File: src/rtl/mux_arb_pkg.sv
// rtl/mux_arb_pkg.sv - shared state type, default parameters and helpers for mux_rr_arb
package mux_arb_pkg;

   typedef enum logic [0:0] {
      IDLE = 1'b0,
      BUSY = 1'b1
   } state_t;

   localparam int N_REQ_DEF    = 5;
   localparam int DW_DEF       = 16;
   localparam int MAX_HOLD_DEF = 8;

   // Grants are at most 16 wide; callers zero-extend narrower one-hot vectors.
   function automatic logic [3:0] onehot_to_idx(input logic [15:0] oh);
      logic [3:0] idx;
      idx = '0;
      for (int i = 0; i < 16; i++) begin
         if (oh[i]) idx = idx | 4'(i);
      end
      return idx;
   endfunction

endpackage

File: src/rtl/rr_pick.sv
// rtl/rr_pick.sv - combinational rotating-priority encoder, searching upward from ptr with wrap
module rr_pick
   import mux_arb_pkg::*;
#(
   parameter int N_REQ = N_REQ_DEF,
   parameter int IW    = $clog2(N_REQ)
) (
   input  logic [N_REQ-1:0] req,
   input  logic [IW-1:0]    ptr,
   output logic [N_REQ-1:0] win,
   output logic             found
);

   // Offset k maps to requester (ptr + k) mod N_REQ; the first requesting offset wins.
   always_comb begin
      win   = '0;
      found = 1'b0;
      for (int k = 0; k < N_REQ; k++) begin
         for (int i = 0; i < N_REQ; i++) begin
            if (!found && req[i] &&
                ((int'(ptr) + k == i) || (int'(ptr) + k == i + N_REQ))) begin
               win[i] = 1'b1;
               found  = 1'b1;
            end
         end
      end
   end

endmodule

File: src/rtl/mux_rr_arb.sv
// rtl/mux_rr_arb.sv - round-robin arbiter steering one requester at a time into a registered output stage
module mux_rr_arb
   import mux_arb_pkg::*;
#(
   parameter  int N_REQ    = N_REQ_DEF,
   parameter  int DW       = DW_DEF,
   parameter  int MAX_HOLD = MAX_HOLD_DEF,
   localparam int IW       = $clog2(N_REQ),
   localparam int CW       = $clog2(MAX_HOLD + 1)
) (
   input  logic                mclk,
   input  logic                mreset_n,
   input  logic [N_REQ-1:0]    req,
   input  logic [N_REQ-1:0]    last,
   input  logic [N_REQ*DW-1:0] din,
   output logic [N_REQ-1:0]    gnt,
   output logic [N_REQ-1:0]    ack,
   output logic                out_vld,
   output logic [DW-1:0]       out_data,
   output logic [IW-1:0]       out_src,
   input  logic                out_rdy,
   output logic                busy
);

   state_t           state_q, state_d;
   logic [IW-1:0]    ptr_q, ptr_d;
   logic [CW-1:0]    cnt_q, cnt_d;
   logic [N_REQ-1:0] gnt_q, gnt_d;
   logic             out_vld_q, out_vld_d;
   logic [DW-1:0]    out_data_q, out_data_d;
   logic [IW-1:0]    out_src_q, out_src_d;

   logic             space, beat, beat_last, g_req, release_g;
   logic [IW-1:0]    g_idx, g_next;
   logic [DW-1:0]    din_g;
   logic [N_REQ-1:0] pick_win;
   logic             pick_found;

   rr_pick #(.N_REQ(N_REQ), .IW(IW)) u_pick (
      .req   (req),
      .ptr   (ptr_q),
      .win   (pick_win),
      .found (pick_found)
   );

   assign space     = !out_vld_q || out_rdy;
   assign ack       = gnt_q & req & {N_REQ{space}};
   assign beat      = |ack;
   assign beat_last = |(ack & last);
   assign g_req     = |(gnt_q & req);
   assign g_idx     = IW'(onehot_to_idx(16'(gnt_q)));
   assign g_next    = (g_idx == IW'(N_REQ - 1)) ? '0 : g_idx + IW'(1);
   // A withdrawn request releases without taking a beat in that cycle.
   assign release_g = (beat && (beat_last || cnt_q == CW'(MAX_HOLD - 1))) || !g_req;

   always_comb begin
      din_g = '0;
      for (int i = 0; i < N_REQ; i++) begin
         if (gnt_q[i]) din_g = din_g | din[i*DW +: DW];
      end
   end

   always_comb begin
      state_d = state_q;
      ptr_d   = ptr_q;
      cnt_d   = cnt_q;
      gnt_d   = gnt_q;
      case (state_q)
         IDLE: begin
            if (pick_found) begin
               gnt_d   = pick_win;
               cnt_d   = '0;
               state_d = BUSY;
            end
         end
         BUSY: begin
            if (beat) cnt_d = cnt_q + CW'(1);
            if (release_g) begin
               gnt_d   = '0;
               ptr_d   = g_next;
               state_d = IDLE;
            end
         end
         default: state_d = IDLE;
      endcase
   end

   // Output stage drains whenever it is consumed without a new beat behind it.
   always_comb begin
      out_vld_d  = out_vld_q;
      out_data_d = out_data_q;
      out_src_d  = out_src_q;
      if (beat) begin
         out_vld_d  = 1'b1;
         out_data_d = din_g;
         out_src_d  = g_idx;
      end else if (out_rdy) begin
         out_vld_d = 1'b0;
      end
   end

   always_ff @(posedge mclk or negedge mreset_n) begin
      if (!mreset_n) begin
         state_q    <= IDLE;
         ptr_q      <= '0;
         cnt_q      <= '0;
         gnt_q      <= '0;
         out_vld_q  <= 1'b0;
         out_data_q <= '0;
         out_src_q  <= '0;
      end else begin
         state_q    <= state_d;
         ptr_q      <= ptr_d;
         cnt_q      <= cnt_d;
         gnt_q      <= gnt_d;
         out_vld_q  <= out_vld_d;
         out_data_q <= out_data_d;
         out_src_q  <= out_src_d;
      end
   end

   assign gnt      = gnt_q;
   assign out_vld  = out_vld_q;
   assign out_data = out_data_q;
   assign out_src  = out_src_q;
   assign busy     = (state_q == BUSY);

endmodule

File: config.mk
export PLATFORM = sky130hd
export DESIGN_NAME = mux_rr_arb
export DESIGN_NICKNAME = d
export VERILOG_FILES = /design/src/rtl/mux_arb_pkg.sv /design/src/rtl/rr_pick.sv /design/src/rtl/mux_rr_arb.sv
export SDC_FILE = /design/constraint.sdc
export NUM_CORES = 1
export LEC_CHECK = 0
export ABC_AREA = 1
export CAP_MARGIN = 25
export CORE_MARGIN = 1.5
export CORE_UTILIZATION = 45
export CTS_BUF_LIST = sky130_fd_sc_hd__clkbuf_4 sky130_fd_sc_hd__clkbuf_8 sky130_fd_sc_hd__clkbuf_16
export DETAILED_ROUTE_END_ITERATION = 7
export HOLD_SLACK_MARGIN = 0.06
export PLACE_DENSITY = 0.87
export REMOVE_ABC_BUFFERS = 1
export SYNTH_ARGS = -nofsm -noshare
export SYNTH_HDL_FRONTEND = slang
export SYNTH_SLANG_ARGS = --single-unit
File: constraint.sdc
create_clock -name mclk -period 7.2 [get_ports mclk]
set_input_delay 1.44 -clock mclk [delete_from_list [all_inputs] [get_ports mclk]]
set_output_delay 1.44 -clock mclk [all_outputs]
set_load 0.03 [all_outputs]
==> results by group <==
Global route
  • Global-route usage over all layers: 0.303
  • Most Crowded Layer GR: met2
  • Met2 usage in global routing: 0.536
  • Met1 Use GR: 0.350
  • Largest net degree at the start of global routing: 35
  • Total global routing overflow: 0
  • Number of global-route vias before repair: between 2k and 3k
  • Initial antenna violation count: 0
  • First-pass GRT wire length: between 10,000 and 15,000 um
  • GR Util met3: 0.0759

Power and ir drop
  • Flop pwr share: 0.237
  • Internal power: approximately 0.80 mW
  • Leakage: 1.70 nW
  • Clk pwr share: 0.116
  • Maximum vdd drop: 0.000213 V
  • Sw frac: 0.504
  • Comb power frac: 0.647
  • PwrDens: 402 mW/mm^2
  • Net Sw Power: 0.806 mW

Synth
  • Number of synthesized flops with an enable pin: 0
  • Post-synthesis async set-or-reset flop share: 1.00
  • Top cell type by total area after synthesis: dfrtp_1
  • Top-area cell type share of the netlist area: 0.317
  • Ys flop type: dfrtp_1
  • Post-Syn Instances: 344
  • Average size of a mapped cell: 7.56 um^2
  • Area contributors post-synth: dfrtp_1 (32%), nand2_1 (11%), a221oi_1 (5.7%)
  • Post-Syn Area: 0.00260 mm^2
  • Most numerous cell in the Yosys netlist: nand2_1
  • Seq/Total Area, Yosys: 0.317
  • Ys Warns: 0
  • Post-synthesis register bit count: 33
  • Synth cell types: 36
  • Synth cell count leaders: nand2_1 (77), nor2_1 (37), dfrtp_1 (33), inv_1 (31), nand3_1 (27)

Detailed routing
  • Post-route ant nets: 0
  • Drt via density: 5.75
  • DRT Pass-1 Iters: 5
  • Mean routed wirelength per cell: 17.8 um
  • Routed vias: 3,070
  • Total routed wirelength: 9520 um
  • Drt drc: 0
  • DRT iter0 DRCs: 165

STA
  • Total negative slack: 0 ns
  • Crit share post-route: 0.644
  • Final min period: ~4.6 ns
  • Unrepaired setup endpoints after global routing: no
  • Final setup vio count: 0
  • Fmax: 216 MHz
  • Worst Skew: 0.00950 ns
  • Relative slew slack: 0.424
  • Post-route setup slack: 2.56 ns
  • Slew @ Worst Pin: 0.864 ns
  • Final Hold Viols: 0
  • Final Max Tran Viols: 0

Clock network
  • Clk slew on worst S/H paths: 0.07 ns
  • CTS Buffer Depth: 2
  • CTS-repair resized insts: 0
  • Max H-tree Level: 2
  • Root Buffer Master: clkbuf_8
  • Worst-Skew Late Latency: 0.29 ns
  • Post-CTS Setup Bufs: 0
  • # hold bufs at CTS: 0
  • CTS tree: done
  • Clk sinks: 33
  • Total CTS buffers: 5

Critical path
  • Data arrival time at the worst-slack endpoint: 3.20 ns
  • Worst setup SP type: input pin
  • Crit-path slowest cell: clkdlybuf4s50_1
  • R2r startpoint: ptr_q[1]$_DFFE_PN0P_
  • Reg2reg path depth: 21
  • WP data required: 5.76 ns
  • CP most frequent cell: clkdlybuf4s50_1
  • Crit path cell chain: clkdlybuf4s50_1, nand2_1, nor2_1, clkdlybuf4s50_1
  • Crit-path max cell delay: 0.75 ns
  • Delay-heaviest family, CP: buffers and inverters
  • Buf+Inv Stages, Crit Path: 2
  • Worst R2R Setup Slack: 3.75 ns
  • Crit end category: primary output
  • Critical path class: in -> out
  • Critical Path Fanout Max: 8
  • Worst R2R End: cnt_q[0]$_DFFE_PN0P_

Layout
  • Fraction of layout cells with a size suffix above 1: 0.0649
  • Synth-to-Final Area Change: 53.3%
  • Final nets: 561
  • Multi-input logic area: 0.00158 mm^2
  • Storage cell area: approximately 830 um^2
  • Antenna cells: 0
  • FILL cells: between 400 and 500

Run
  • Max_cap viols: 0

Floorplan
  • Core area: ~0.0055 mm^2
  • Die X: 79.0 um
  • Full die area: 0.00625 mm^2
  • Initial Util: 0.470
  • DIE HEIGHT: 79.0 um
  • I/O pin cnt: ~120
  • Site row count: 27

Run status
  • Run status: completed

Placed design
  • Port bufs: 123
  • DP HPWL: 7400 um
  • Dpl ws: 2.60 ns
  • RePlAce Congestion: 0.937

Hold path
  • Hold depth: 2
  • Hold_sp: out_src[2]$_DFFE_PN0P_
  • HP Class: reg -> reg
  • Worst hold endpoint: out_src[2]$_DFFE_PN0P_
-- area by class of cell --
| cell class | count | area share |
|---|---|---|
| multi-input combinational | 263 | 0.397 |
| clock buffer | 7 | 0.0226 |
| sequential | 33 | 0.207 |
| timing repair buffer | 125 | 0.313 |
| clock inverter | 1 | 0.00753 |
| inverter | 33 | 0.0311 |
| tap | 72 | 0.0226 |
-- power by group through the flow --
stage / registers (mW) / logic [mW] / clock network, mW
after floorplan: 0.485 / 0.550 / 0
after global placement: 0.379 / 1.01 / 0
after detailed placement: 0.381 / 1.03 / 0
after CTS: 0.379 / 1.04 / 0.186
after global routing: 0.394 / 1.13 / 0.194
final: 0.379 / 1.04 / 0.186
-- worst min-delay path: stages, from the launching register on --
cell,delay [ns]
dfrtp_1,0.35
nand2_1,0.05
nand2_1,0.05
-- cell families (layout without fill, tap and decap cells) --
family,Yosys count,in the layout,synth area share
and+or+nand+nor,168,168,0.329
AOI/OAI and AO/OA,86,86,0.238
buffers and inverters,48,166,0.0745
DFF,33,33,0.317
adders and majority gates,7,7,0.0337
xor gates and xnor gates,2,2,0.00674
-- through the flow --
step | total power, mW | utilization | cells | hold slack [ns] | cell area, um^2
final | 1.60 | 0.720 | 534 | 0.474 | 3990
after global routing | 1.71 | 0.720 | 534 | 0.526 | 3990
after CTS | 1.60 | 0.720 | 534 | 0.479 | 3990
after detailed placement | 1.41 | 0.698 | 526 | 0.462 | 3870
after global placement | 1.39 | 0.698 | 526 | 0.457 | 3870
after floorplan | 1.03 | - | 329 | 0.495 | 2530
-- layer usage --
metal	up-vias	routed length (um)
li1	1462	-
met1	1445	3860
met2	136	4650
met3	27	735
met4	0	284
met5	-	0
-- registers in the layout (all words and copies together) (netlist names) --
| signal | flops |
|---|---|
| ptr_q | 3 |
| out_vld | 1 |
| out_data | 16 |
| cnt_q | 4 |
| gnt | 5 |
| busy | 1 |
| out_src | 3 |
-- worst max path at each step --
stage | startpoint | to | cells past startpoint
6_report | req[3] | ack[3] | 4
5_1_grt | req[1] | ack[1] | 4
4_1_cts | req[0] | ack[0] | 4
3_5_place_dp | req[0] | ack[0] | 4
3_3_place_gp | req[1] | ack[1] | 4
2_1_floorplan | req[1] | cnt_q[2]$_DFFE_PN0P_ | 9
-- placed cells by master (no fill, tap or decap), drive strengths merged, types with 2 or more instances in the layout --
cell and count:
clkdlybuf4s50 123, nand2 83, nor2 44, dfrtp 33, inv 32, nand3 28, a31oi 19, a22o 17
a221oi 17, o21ai 15, ha 7, clkbuf 7, nor3 6, nand4 6, o22ai 5, a21oi 3
o311ai 2, a22oi 2, o221ai 2, o31ai 2, buf 2
No activity file was read; power rests on OpenSTA's default activity.
